File: config.mk
export PLATFORM = sky130hd
export DESIGN_NAME = touch_pio_poller
export DESIGN_NICKNAME = d
export VERILOG_FILES = /design/src/rtl/touch_poll_pkg.sv /design/src/rtl/touch_avg4.sv /design/src/rtl/touch_pio_poller.sv
export SDC_FILE = /design/constraint.sdc
export NUM_CORES = 1
export LEC_CHECK = 0
export BUFFER_PORTS_ARGS = -buffer_cell sky130_fd_sc_hd__buf_2
export CORE_ASPECT_RATIO = 1.5
export CORE_UTILIZATION = 40
export CTS_CLUSTER_DIAMETER = 80
export DETAILED_ROUTE_END_ITERATION = 10
export PLACE_DENSITY = 0.62
export SKIP_CTS_REPAIR_TIMING = 1
export SLEW_MARGIN = 20
export SYNTH_ARGS = -nofsm -noshare
export SYNTH_HDL_FRONTEND = slang
export SYNTH_SLANG_ARGS = --single-unit
File: constraint.sdc
create_clock -name clk -period 2.5 [get_ports clk]
set_clock_uncertainty 0.2 [all_clocks]
set_input_delay 0.125 -clock clk [delete_from_list [all_inputs] [get_ports clk]]
set_output_delay 0.125 -clock clk [all_outputs]
set_load 0.03 [all_outputs]
File: src/rtl/touch_poll_pkg.sv
// touch_poll_pkg: shared state type, coordinate width and default PIO addresses for the touch poller
package touch_poll_pkg;
  localparam int COORD_W = 12;
  localparam logic [31:0] X_ADDR_DEF = 32'h0000_0000;
  localparam logic [31:0] Y_ADDR_DEF = 32'h0000_0010;
  typedef enum logic [2:0] {IDLE, RD_X, WT_X, RD_Y, WT_Y, PUB} state_t;
endpackage

File: src/rtl/touch_avg4.sv
// touch_avg4: four-pair coordinate averager (accumulators, pair counter, divide by 4)
// Compiled only when TOUCH_POLL_AVG_EN is defined.
// Ports: clk, reset (async, active high); pair_ok pulses with a completed pair on x_in/y_in;
// clr discards a partial set; fire flags that this pair completes a set of four and
// x_avg/y_avg hold the truncated mean including the current pair.
`ifdef TOUCH_POLL_AVG_EN
module touch_avg4
  import touch_poll_pkg::*;
(
  input  logic               clk,
  input  logic               reset,
  input  logic               pair_ok,
  input  logic               clr,
  input  logic [COORD_W-1:0] x_in,
  input  logic [COORD_W-1:0] y_in,
  output logic [COORD_W-1:0] x_avg,
  output logic [COORD_W-1:0] y_avg,
  output logic               fire
);
  localparam int AW = COORD_W + 2;
  logic [AW-1:0] acc_x, acc_y, sum_x, sum_y;
  logic [1:0] cnt;
  assign sum_x = acc_x + AW'(x_in);
  assign sum_y = acc_y + AW'(y_in);
  assign x_avg = sum_x[AW-1:2];
  assign y_avg = sum_y[AW-1:2];
  assign fire = cnt == 2'd3;
  always_ff @(posedge clk or posedge reset)
    if (reset) begin
      acc_x <= '0;
      acc_y <= '0;
      cnt <= '0;
    end else if (clr) begin
      acc_x <= '0;
      acc_y <= '0;
      cnt <= '0;
    end else if (pair_ok) begin
      acc_x <= fire ? '0 : sum_x;
      acc_y <= fire ? '0 : sum_y;
      cnt <= cnt + 2'd1;
    end
endmodule
`endif

File: src/rtl/touch_pio_poller.sv
// touch_pio_poller: Avalon-MM initiator polling touch-panel X/Y PIOs and publishing coordinate pairs
// Ports: clk, reset (async, active high), enable (polling runs while high);
// avm_* Avalon-MM read initiator (address, read, waitrequest, readdata, readdatavalid);
// x_out/y_out last published pair, coord_valid one-cycle publish pulse,
// rd_err one-cycle timeout pulse, busy high outside IDLE.
// Option: define TOUCH_POLL_AVG_EN to publish the mean of every four completed pairs.
module touch_pio_poller
  import touch_poll_pkg::*;
#(
  parameter int unsigned POLL_DIV    = 50000,
  parameter logic [31:0] X_ADDR      = X_ADDR_DEF,
  parameter logic [31:0] Y_ADDR      = Y_ADDR_DEF,
  parameter int unsigned TIMEOUT_CYC = 16
) (
  input  logic               clk,
  input  logic               reset,
  input  logic               enable,
  output logic [31:0]        avm_address,
  output logic               avm_read,
  input  logic               avm_waitrequest,
  input  logic [31:0]        avm_readdata,
  input  logic               avm_readdatavalid,
  output logic [COORD_W-1:0] x_out,
  output logic [COORD_W-1:0] y_out,
  output logic               coord_valid,
  output logic               rd_err,
  output logic               busy
);
  localparam int PW = $clog2(POLL_DIV);
  localparam int TW = $clog2(TIMEOUT_CYC + 1);
  localparam logic [PW-1:0] POLL_MAX = PW'(POLL_DIV - 1);
  localparam logic [TW-1:0] TMO_MAX = TW'(TIMEOUT_CYC);
  state_t state, state_n;
  logic [PW-1:0] poll_cnt;
  logic [TW-1:0] tmo_cnt;
  logic [COORD_W-1:0] x_tmp, rd_coord, pub_x, pub_y;
  logic wt, timed_out, got_x, got_y, pub_q, pub_fire;
  logic unused_rd;
  assign rd_coord = avm_readdata[COORD_W-1:0];
  assign unused_rd = ^avm_readdata[31:COORD_W];
  assign wt = state == WT_X || state == WT_Y;
  // timeout wins over a coincident valid so rd_err stays a pure decode of registers
  assign timed_out = wt && tmo_cnt == TMO_MAX;
  assign got_x = state == WT_X && !timed_out && avm_readdatavalid;
  assign got_y = state == WT_Y && !timed_out && avm_readdatavalid;
  assign avm_read = state == RD_X || state == RD_Y;
  assign avm_address = (state == RD_Y || state == WT_Y) ? Y_ADDR : X_ADDR;
  assign busy = state != IDLE;
  assign rd_err = timed_out;
  assign coord_valid = state == PUB && pub_q;
  always_comb begin
    state_n = state;
    case (state)
      IDLE:    state_n = (enable && poll_cnt == '0) ? RD_X : IDLE;
      RD_X:    state_n = avm_waitrequest ? RD_X : WT_X;
      WT_X:    state_n = timed_out ? IDLE : got_x ? RD_Y : WT_X;
      RD_Y:    state_n = avm_waitrequest ? RD_Y : WT_Y;
      WT_Y:    state_n = timed_out ? IDLE : got_y ? PUB : WT_Y;
      default: state_n = IDLE;
    endcase
  end
`ifdef TOUCH_POLL_AVG_EN
  touch_avg4 u_avg (
    .clk     (clk),
    .reset   (reset),
    .pair_ok (got_y),
    .clr     (timed_out),
    .x_in    (x_tmp),
    .y_in    (rd_coord),
    .x_avg   (pub_x),
    .y_avg   (pub_y),
    .fire    (pub_fire)
  );
`else
  assign pub_fire = 1'b1;
  assign pub_x = x_tmp;
  assign pub_y = rd_coord;
`endif
  // x_out/y_out load on the edge entering PUB so they already hold the new pair while coord_valid is high
  always_ff @(posedge clk or posedge reset)
    if (reset) begin
      state <= IDLE;
      poll_cnt <= POLL_MAX;
      tmo_cnt <= '0;
      x_tmp <= '0;
      x_out <= '0;
      y_out <= '0;
      pub_q <= 1'b0;
    end else begin
      state <= state_n;
      if (state == IDLE && enable) poll_cnt <= poll_cnt == '0 ? POLL_MAX : poll_cnt - PW'(1);
      tmo_cnt <= wt ? tmo_cnt + TW'(1) : '0;
      if (got_x) x_tmp <= rd_coord;
      if (got_y) begin
        pub_q <= pub_fire;
        if (pub_fire) begin
          x_out <= pub_x;
          y_out <= pub_y;
        end
      end
    end
endmodule

==> metrics.cfg <==
[synth]
synth-seq-cells = 61
ys_top_cells_by_area = dfrtp_1, mux2_2, dfstp_2, buf_4, xor2_1
syn_inst = 253
yosysUniqueCellTypes = 39
synth-edff-count = 0
syn_avg_cell_area_um2 = 11.63
yosysWarnings = 0
synthArstFlopShare_pct = 100.0
netlist_area_um2 = 2943
synth-seq-area-share_pct = 52.25
synth_top_area_share_pct = 44.22
ys.flop_type = dfrtp_1
yosysTopAreaCell = dfrtp_1

[floorplan]
coreArea_um2 = 6990
die_h_um = 107.1
die-area_um2 = 7711
num_rows = 37
chipWidth_um = 72.04
start_util_pct = 42.10
io_pins = 97

[clock_network]
numCtsBuffers = 9
clockBufferDepth = 2
cts.clk_slew.worst_paths_ns = 0.07
clk-insertion-delay-late_ns = 0.33
root_buffer = clkbuf_8
htree_levels = 3
cts_tree = done
cts.sink_count = 61

[finish]
syn_to_final_growth_pct = 21.77
diodes = 0
n_fill_cell = 621
drive_gt1_share_pct = 36.73
layout_commonest_cell = dfrtp_1
layout_common_cells = dfrtp_1, buf_2, mux2_2, conb_1, nor2_1
num-nets-final = 360

[critical_path]
cp_max_fo = 11
max_stage_delay_ns = 0.69
crit_chain = or4b_1, nor4_4, and3_1, nor2_1
endpoint_kind = register
arrival_ns = 2.24
cp-start-kind = register
worstPathRequired_ns = 2.50
slowest_stage = or4b_1
crit_type = register to register

[min_path]
hold_path.class = input pin to register

[global_routing]
grt_overflow = 0
antenna_found_initial = 0
first_global_vias = 2006
grt_max_degree = 38
grt_usage_pct = 15.31
grt_pass1_wl_um = 9121

[pwr]
seqPwrFrac_pct = 38.6
p_per_area_nw_per_um2 = 1265
swShare_pct = 37.81
power_w = 0.004534
peakVddDrop_v = 0.0009267
p_int_w = 0.002820
p_sw_w = 0.001714
combPwrFrac_pct = 38.6
leakagePower_nw = 1.708
clkPwrFrac_pct = 22.9

[run]
cap_violations = 0

[route]
drc = 0
antenna_left = 0
vias = 1972
routedWlPerCell_um = 12.48
drtIter0Drc = 49
vias_per_cell = 4.684
drtPass1Iterations = 3
routed_wl_um = 5256

[placed_design]
port_buffers = 45
hpwl_um = 3696
place_congestion = 0.7277

[sta]
tightestPinTransition_ns = 0.5302
fin_crit_sh_pct = 89.62
fmax_mhz = 446.3
setup-tns-final_ns = 0
slew_headroom_pct = 64.60
hold_viol = 0
rsz0062_at_grt = no
setup_violations = 0
layout_min_cycle_time_ns = 2.241
slew_violations = 0

[status]
status = finished, final reports clean

[registers in the layout, indices dropped and copies added, names as in the netlist]
name and cells:
tmo_cnt 5, poll_cnt 16, pub_x 12, state 3
y_out 12, pub_q 1, x_out 12
[path summary, 6_finish.rpt]
check	start	end	slack (ns)	cells after the start
setup / recovery	state[2]	poll_cnt[10]	0.26	4
hold / removal	avm_readdatavalid	state[0]	0.11	4
setup reg to reg	state[2]	poll_cnt[10]	0.26	4
hold reg to reg	pub_q	pub_q	0.27	1
max in group asynchronous	reset	poll_cnt[15]	1.26	4
min in group asynchronous	reset	x_out[7]	0.19	3
[power by group through the flow]
stage | clock network (W) | registers, W | logic [W]
final | 0.00104 | 0.00175 | 0.00175
after global routing | 0.00111 | 0.00182 | 0.00191
after CTS | 0.00107 | 0.00175 | 0.00175
after detailed placement | 0 | 0.00177 | 0.00174
after global placement | 0 | 0.00174 | 0.00171
after floorplan | 0 | 0.00200 | 0.00107
[Yosys cell counts (2+ instances only)]
master    number
a21oi_1        2
and3_1         2
buf_2          7
buf_4         31
clkbuf_1       3
dfrtp_1       52
dfstp_2        9
ha_1           4
inv_1          6
mux2_2        36
nand2_1       12
nand2b_1       5
nand3_1       10
nand4_1        5
nor2_1        18
nor2b_1        3
nor3_1         5
nor4_1         3
nor4_4         2
o21ai_0        4
or3_1          3
or4_1          3
xnor2_1        4
xor2_1         9
[area by class of cell]
class                           count  area, um2  area share, %
Tap cell                           97      121.4          3.387
Clock inverter                      6      111.4          3.108
Multi-Input combinational cell    174       1212          33.83
Clock buffer                       10      127.6          3.561
Timing Repair Buffer               67      450.4          12.57
Inverter                            6      22.52         0.6285
Sequential cell                    61       1538          42.91
[worst max-delay path: cells and delay by family (launching register included)]
| family | cells | cell delay, ns |
|---|---|---|
| DFF | 1 | 0.48 |
| and+or+nand+nor | 4 | 1.43 |
[cell families after synthesis]
family          synth area share, %
other cells                  0.1274
compound gates                2.339
mux                           13.78
buf+inv                       10.37
flops                         52.25
xor+xnor                      3.869
simple gates                  15.56
fa+ha+maj                     1.701
[per-stage QoR]
step	setup WS, ns	hold slack [ns]	std cells	utilization (%)	area (um2)
after floorplan	0.4289	0.06634	283	-	3055
after global placement	0.2856	-0.003838	391	45.84	3204
after detailed placement	0.2504	0.005165	391	45.84	3204
after CTS	0.2247	-0.3582	407	49.26	3443
after global routing	0.09856	0.1103	421	51.26	3583
final	0.2595	0.1093	421	51.26	3583
[metal layers]
metal  vias to the layer above  part of all wire, %  GRT usage, %
li1                        944                    -             -
met1                       975                   41         17.35
met2                        48                   54         26.75
met3                         5                  4.2         4.981
met4                         0                 0.99         5.182
met5                         -                    0             0
Note: power is estimated with default switching activity, not from simulation.
